### src/rtl/seq_pattern_tx.sv
// Serial pattern transmitter: sends a captured pattern MSB-first, repeated rep+1 times.
// Define SEQ_TX_GAP_EN to insert one low (valid) gap cycle between repetitions.
module seq_pattern_tx #(
  parameter int WIDTH = 8,
  parameter int CNT_W = 4
) (
  input  logic                     clk,
  input  logic                     clr,
  input  logic                     start,
  input  logic [WIDTH-1:0]         pat_in,
  input  logic [$clog2(WIDTH):0]   len_in,
  input  logic [CNT_W-1:0]         rep_in,
  output logic                     out,
  output logic                     valid,
  output logic                     busy,
  output logic                     done
);
  localparam int LW = $clog2(WIDTH) + 1;

`ifdef SEQ_TX_GAP_EN
  typedef enum logic [1:0] {IDLE, SEND, GAP, DONE} state_t;
`else
  typedef enum logic [1:0] {IDLE, SEND, DONE} state_t;
`endif

  state_t           state_q;
  logic [WIDTH-1:0] pat_q;
  logic [LW-1:0]    len_q, bit_cnt_q;
  logic [CNT_W-1:0] rep_q, rep_cnt_q;
  logic             out_q, valid_q, busy_q, done_q;

  // Bit selection by shifting keeps index widths independent of WIDTH.
  logic [LW-1:0]    len_cl, bit_nx;
  logic [WIDTH-1:0] sh_cap, sh_nx, sh_top;
  logic             last_bit, last_rep;

  always_comb begin
    len_cl   = (len_in > LW'(WIDTH)) ? LW'(WIDTH) : len_in;
    bit_nx   = bit_cnt_q + 1'b1;
    sh_cap   = pat_in >> (len_cl - 1'b1);
    sh_nx    = pat_q >> (len_q - 1'b1 - bit_nx);
    sh_top   = pat_q >> (len_q - 1'b1);
    last_bit = (bit_cnt_q == len_q - 1'b1);
    last_rep = (rep_cnt_q == rep_q);
  end

  always_ff @(posedge clk or posedge clr) begin
    if (clr) begin
      state_q   <= IDLE;
      pat_q     <= '0;
      len_q     <= '0;
      rep_q     <= '0;
      bit_cnt_q <= '0;
      rep_cnt_q <= '0;
      out_q     <= 1'b0;
      valid_q   <= 1'b0;
      busy_q    <= 1'b0;
      done_q    <= 1'b0;
    end else begin
      case (state_q)
        IDLE: begin
          out_q   <= 1'b0;
          valid_q <= 1'b0;
          busy_q  <= 1'b0;
          done_q  <= 1'b0;
          if (start && len_in != '0) begin
            state_q   <= SEND;
            pat_q     <= pat_in;
            len_q     <= len_cl;
            rep_q     <= rep_in;
            bit_cnt_q <= '0;
            rep_cnt_q <= '0;
            out_q     <= sh_cap[0];
            valid_q   <= 1'b1;
            busy_q    <= 1'b1;
          end
        end
        SEND: begin
          if (!last_bit) begin
            bit_cnt_q <= bit_nx;
            out_q     <= sh_nx[0];
          end else if (last_rep) begin
            state_q <= DONE;
            out_q   <= 1'b0;
            valid_q <= 1'b0;
            done_q  <= 1'b1;
          end else begin
            rep_cnt_q <= rep_cnt_q + 1'b1;
            bit_cnt_q <= '0;
`ifdef SEQ_TX_GAP_EN
            state_q   <= GAP;
            out_q     <= 1'b0;
`else
            out_q     <= sh_top[0];
`endif
          end
        end
`ifdef SEQ_TX_GAP_EN
        GAP: begin
          state_q <= SEND;
          out_q   <= sh_top[0];
        end
`endif
        DONE: begin
          // start is not sampled here; a held start launches from the next IDLE cycle.
          state_q <= IDLE;
          out_q   <= 1'b0;
          valid_q <= 1'b0;
          busy_q  <= 1'b0;
          done_q  <= 1'b0;
        end
        default: state_q <= IDLE;
      endcase
    end
  end

  assign out   = out_q;
  assign valid = valid_q;
  assign busy  = busy_q;
  assign done  = done_q;

`ifndef SEQ_TX_GAP_EN
  logic unused_sh;
  assign unused_sh = ^sh_top[WIDTH-1:1];
`endif
endmodule

### config.mk
export PLATFORM = sky130hd
export DESIGN_NAME = seq_pattern_tx
export DESIGN_NICKNAME = d
export VERILOG_FILES = /design/src/rtl/seq_pattern_tx.sv
export SDC_FILE = /design/constraint.sdc
export NUM_CORES = 1
export LEC_CHECK = 0
export CAP_MARGIN = 15
export CORE_AREA = 2 2 69 71
export CTS_CLUSTER_SIZE = 14
export DETAILED_ROUTE_END_ITERATION = 10
export DIE_AREA = 0 0 71 73
export HOLD_SLACK_MARGIN = 0.03
export PLACE_DENSITY = 0.7
export SLEW_MARGIN = 30
export SYNTH_ARGS = -nofsm -noshare
export SYNTH_HDL_FRONTEND = slang
export SYNTH_SLANG_ARGS = --single-unit
export TNS_END_PERCENT = 1
### constraint.sdc
create_clock -name clk -period 6.5 [get_ports clk]
set_clock_uncertainty 0.1 [all_clocks]
set_input_delay 1.3 -clock clk [delete_from_list [all_inputs] [get_ports clk]]
set_output_delay 1.3 -clock clk [all_outputs]
set_load 0.03 [all_outputs]
# [Word level (Yosys, flattened, before mapping)]
# Cells that the tools add are included.
[classes] add_sub_neg=5 magnitude_cmp=1 eq_ne=9 n_shift=3 n_mux=24 n_reduce_logical=14
[op_table] operator="2-to-1 mux 4 bit" count=6
[op_table] operator=">> shifter 8 x 4 -> 1 bit" count=3
[op_table] operator="one-hot mux 4 bit (2 select lines)" count=2
[op_table] operator="AND reduction 3 bit" count=4
[op_table] operator="adder 4 x 1 -> 4 bit (second input constant)" count=2
[op_table] operator="equality test 4 bit" count=2
[op_table] operator="2-to-1 mux 1 bit" count=8
[op_table] operator="!= test 2 bit (second input constant)" count=4
[op_table] operator="subtractor 4 x 1 -> 4 bit (second input constant)" count=2
[op_table] operator="2-to-1 mux 2 bit" count=3
[op_table] operator="one-hot mux 1 bit (3 select lines)" count=2
[op_table] operator="nonzero test 2 bit" count=3
[op_table] operator="> comparator 4 bit (second input constant)" count=1
[op_table] operator="one-hot mux 1 bit (2 select lines)" count=2
[op_table] operator="one-hot mux 2 bit (2 select lines)" count=1
[op_table] operator="AND reduction 4 bit" count=1
[op_table] operator="nonzero test 4 bit" count=1
[op_table] operator="subtractor 4 bit" count=1
[op_table] operator="!= test 3 bit (second input constant)" count=1
[op_table] operator="nonzero test 3 bit" count=1
[op_table] operator="equality test 2 x 1 -> 1 bit (second input constant)" count=1
[op_table] operator="equality test 2 bit (second input constant)" count=1
[op_table] operator="logical NOT 2 bit" count=1
[op_table] operator="AND reduction 2 bit" count=1
[op_table] operator="other kinds (2)" count=2
[totals] regBits=30 inputBits=19 output_inout_bits=4 wordCells=66

# [Logic depth before layout (Yosys ltp)]
[logic_depth] word_depth=6 depth_mapped=9

# [Least setup slack after synthesis]
# OpenSTA, ideal clock, no wires.
[synth_timing] path_kind="input-to-reg" from="in len_in[1]" to="reg bit_cnt_q[3]" setup_ps=124 arrival_ps=2597 t_required_ps=6276 path_slack_ps=3679 cell_stages=5 path_buffers=0 path_cell_list="o41ai_2 > and2_1 > a211oi_1 > and3_1 > a211o_1"
[synth_between] elab_chain_cells=4
[synth_lines] item="from (decl)" line="11" source="input logic [$clog2(WIDTH):0] len_in,"
[synth_lines] item="nonzero test 4 bit" line="66" source="if (start && len_in != '0) begin"
[synth_lines] item="logical AND 1 bit" line="66"
[synth_lines] item="!= test 2 bit (no source line)"
[synth_lines] item="AND reduction 3 bit (no source line)"
[synth_lines] item="to (signal assigned)" line="80" source="bit_cnt_q <= bit_nx;"
[synth_lines] item="to (decl)" line="28" source="logic [LW-1:0] len_q, bit_cnt_q;"
# No other way between the ends.
# A chain may end at the register's enable or synchronous reset.

# [Final worst setup path]
[layout_timing] from="in len_in[0]" to="reg pat_q[1]"
[layout_between] elab_chain_cells=3
[layout_lines] item="nonzero test 4 bit" line="66"
[layout_lines] item="logical AND 1 bit" line="66"
[layout_lines] item="AND reduction 2 bit (no source line)"
[layout_lines] item="to (signal assigned)" line="68" source="pat_q <= pat_in;"
[layout_lines] item="to (decl)" line="27" source="logic [WIDTH-1:0] pat_q;"
# No other way between the ends.

==> flow_metrics.tcl <==
set metrics [dict create \
    netlist_area_um2 1960 \
    drive_gt1_frac 0.163 \
    clkPwrFrac 0.466 \
    area_growth_syn_to_layout_pct 19.8 \
    hold_depth 2 \
    power.share.sequential 0.462 \
    antenna_found_initial 0 \
    min_to "done$_DFFE_PP0P_" \
    ir_drop_v 0.000100 \
    ys_ff_latch 30 \
    synthDistinctLibCells 48 \
    insertedDiodeCount 0 \
    p_leak_uw 0.00107 \
    final.setup.tns_ns 0 \
    startpoint_type "input pin" \
    slew_headroom 0.504 \
    power.total_uw 404 \
    die_y_um 73 \
    tightest_slew_ns 0.742 \
    cts.sinks 30 \
    avgSynthCellArea_um2 11.2 \
    hold_start "done$_DFFE_PP0P_" \
    seq_area_frac_synth 0.384 \
    die_w_um 71 \
    syn_nets 205 \
    route.vias.total 1396 \
    synth_edf_count 0 \
    drtIter0Drc 88 \
    ant_nets 0 \
    async_flop_share 1.00 \
    grt_setup_unrepaired "false" \
    path_class "input pin to register" \
    cts_root_buffer "clkbuf_8" \
    totalWireLength_mm 3.85 \
    cp_slowest_stage_delay_ns 0.61 \
    post-place-ws_ns 2.74 \
    cts_resized 0 \
    track_usage 0.168 \
    r2r_cells 7 \
    io_buffers 22 \
    first_pass_iters 4 \
    final_common_cell "dfrtp_1" \
    endpoint_kind "register" \
    timing.fmax_mhz 291 \
    overflow 0 \
    setup_viol 0 \
    p_int_uw 318 \
    dpl.hpwl_mm 3.00 \
    drv_slew 0 \
    cts_made_buffers 5 \
    crit_fanout 20 \
    grt_max_degree 31 \
    synth_top_area_share 0.384 \
    power_switching_uw 86.9 \
    cts_setup_buffers 0 \
    power.share.combinational 0.073 \
    run_status "finished clean" \
    fin_ws_ns 3.06 \
    dp.cells 248 \
    yosys-top-cells-area "dfrtp_1 (38%), mux2_2 (8.6%), ha_1 (7.0%)" \
    dieArea_um2 5180 \
    cts_buffer_depth 2 \
    min_path_type "register to register" \
    remaining_drc_errors 0 \
    worstPathCellList "clkdlybuf4s50_1 > o41ai_2 > inv_1 > nand2_1 > mux2_2" \
    period_share 0.529 \
    syn_inst 174 \
    final_nets 232 \
    start_util 0.431 \
    grt_pass1_wl_mm 6.76 \
    ctsHtreeMaxLevel 2 \
    crit_arrival_ns 3.51 \
    routed_via_density 5.45 \
    grt_pass1_vias 1420 \
    min_period_ns 3.44 \
    detail_route.wl_per_cell_um 15.0 \
    powerDensity_nw_per_um2 173 \
    drv_cap 0 \
    required_ns 6.57 \
    place_congestion 0.751 \
    hold_buffers 0 \
    most-common-layout-cells "dfrtp_1 (30), clkdlybuf4s50_1 (22), mux2_2 (15)" \
    clk_latency_ns 0.29 \
    reg2reg_slack_ns 3.80 \
    timing.rr.start "len_q[0]$_DFFE_PP0P_" \
    clkTransAtPathRegs_ns 0.07 \
    io_pins 23 \
    slowest_stage "o41ai_2" \
    r2r_end "out$_DFFE_PP0N_" \
    synth_top_area_cell "dfrtp_1" \
    rows 25 \
    sw_frac_of_total 0.215 \
    ys_warn_count 0 \
    cts_tree "done" \
    ys.flop_type "dfrtp_1" \
    core_um2 4540 \
    finalHoldViolCount 0 \
    final_cells 256 \
]
-- per-stage QoR --
step / hold slack [ns] / instance area, um2 / utilization
after floorplan: 0.391 / 1960 / -
after global placement: 0.389 / 2240 / 0.493
after detailed placement: 0.401 / 2240 / 0.493
after CTS: 0.417 / 2340 / 0.517
after global routing: 0.452 / 2340 / 0.517
final: 0.404 / 2340 / 0.517
-- cells by family (layout without fill, tap and decap cells) --
| logic type | count (synthesis) | count (layout) | synth area share |
|---|---|---|---|
| and+or+nand+nor | 45 | 45 | 0.129 |
| AOI/OAI and AO/OA | 31 | 31 | 0.112 |
| DFF | 30 | 30 | 0.384 |
| muxes | 29 | 29 | 0.190 |
| buffers and inverters | 14 | 42 | 0.0281 |
| xor gates and xnor gates | 13 | 13 | 0.0768 |
| adders and majority gates | 12 | 12 | 0.0806 |
-- area by class of cell --
class,count,area [um2]
multi-input combinational,130,1150
tap,54,67.6
clock buffer,7,76.3
fill,396,2190
sequential,30,751
timing repair buffer,23,228
clock inverter,1,30.0
inverter,11,41.3
-- cell usage after synthesis, drive strengths merged (2+ instances only) --
master / number
a21oi: 5
and2: 2
buf: 2
dfrtp: 30
ha: 11
inv: 11
mux2: 15
mux2i: 9
mux4: 5
nand2: 12
nand2b: 4
nand3: 3
nand3b: 3
nand4: 3
nor2: 8
nor2b: 3
nor3: 3
o21ai: 10
xnor2: 7
xor2: 4
-- registers in the layout (all words and copies together) (netlist names) --
register and cells:
bit_cnt_q 4, busy 1, rep_cnt_q 4, rep_q 4, valid 1, out 1
state_q 2, pat_q 8, done 1, len_q 4
-- critical path: cells and delay by family --
family                 cells  cell delay (ns)
buffers and inverters      2             0.62
AOI/OAI and AO/OA          1             0.61
and+or+nand+nor            1             0.57
muxes                      1             0.41
-- power groups by stage --
stage / clock, uW / combinational, uW / sequential, uW
floorplan: 0 / 13.0 / 190
global placement: 0 / 29.5 / 190
detailed placement: 0 / 29.8 / 190
CTS: 189 / 29.9 / 187
global route: 197 / 32.2 / 187
finish: 188 / 29.3 / 187
-- worst max-delay path by stage --
stage	start	endpoint	slack (ns)
after floorplan	len_in[1]	bit_cnt_q[3]$_DFFE_PP0P_	3.68
after global placement	len_in[0]	len_q[3]$_DFFE_PP0P_	2.73
after detailed placement	len_in[0]	pat_q[1]$_DFFE_PP0P_	2.74
after CTS	len_in[0]	pat_q[7]$_DFFE_PP0P_	3.04
after global routing	len_in[0]	pat_q[6]$_DFFE_PP0P_	2.89
final	len_in[0]	pat_q[1]$_DFFE_PP0P_	3.06
-- per-layer routing --
layer	up-vias	track usage	routed length [um]
met4	0	0.0587	61
met3	6	0.0387	186
li1	685	-	-
met5	-	0	0
met2	37	0.266	1820
met1	668	0.229	1780
Power figures use the tool's default switching activity.
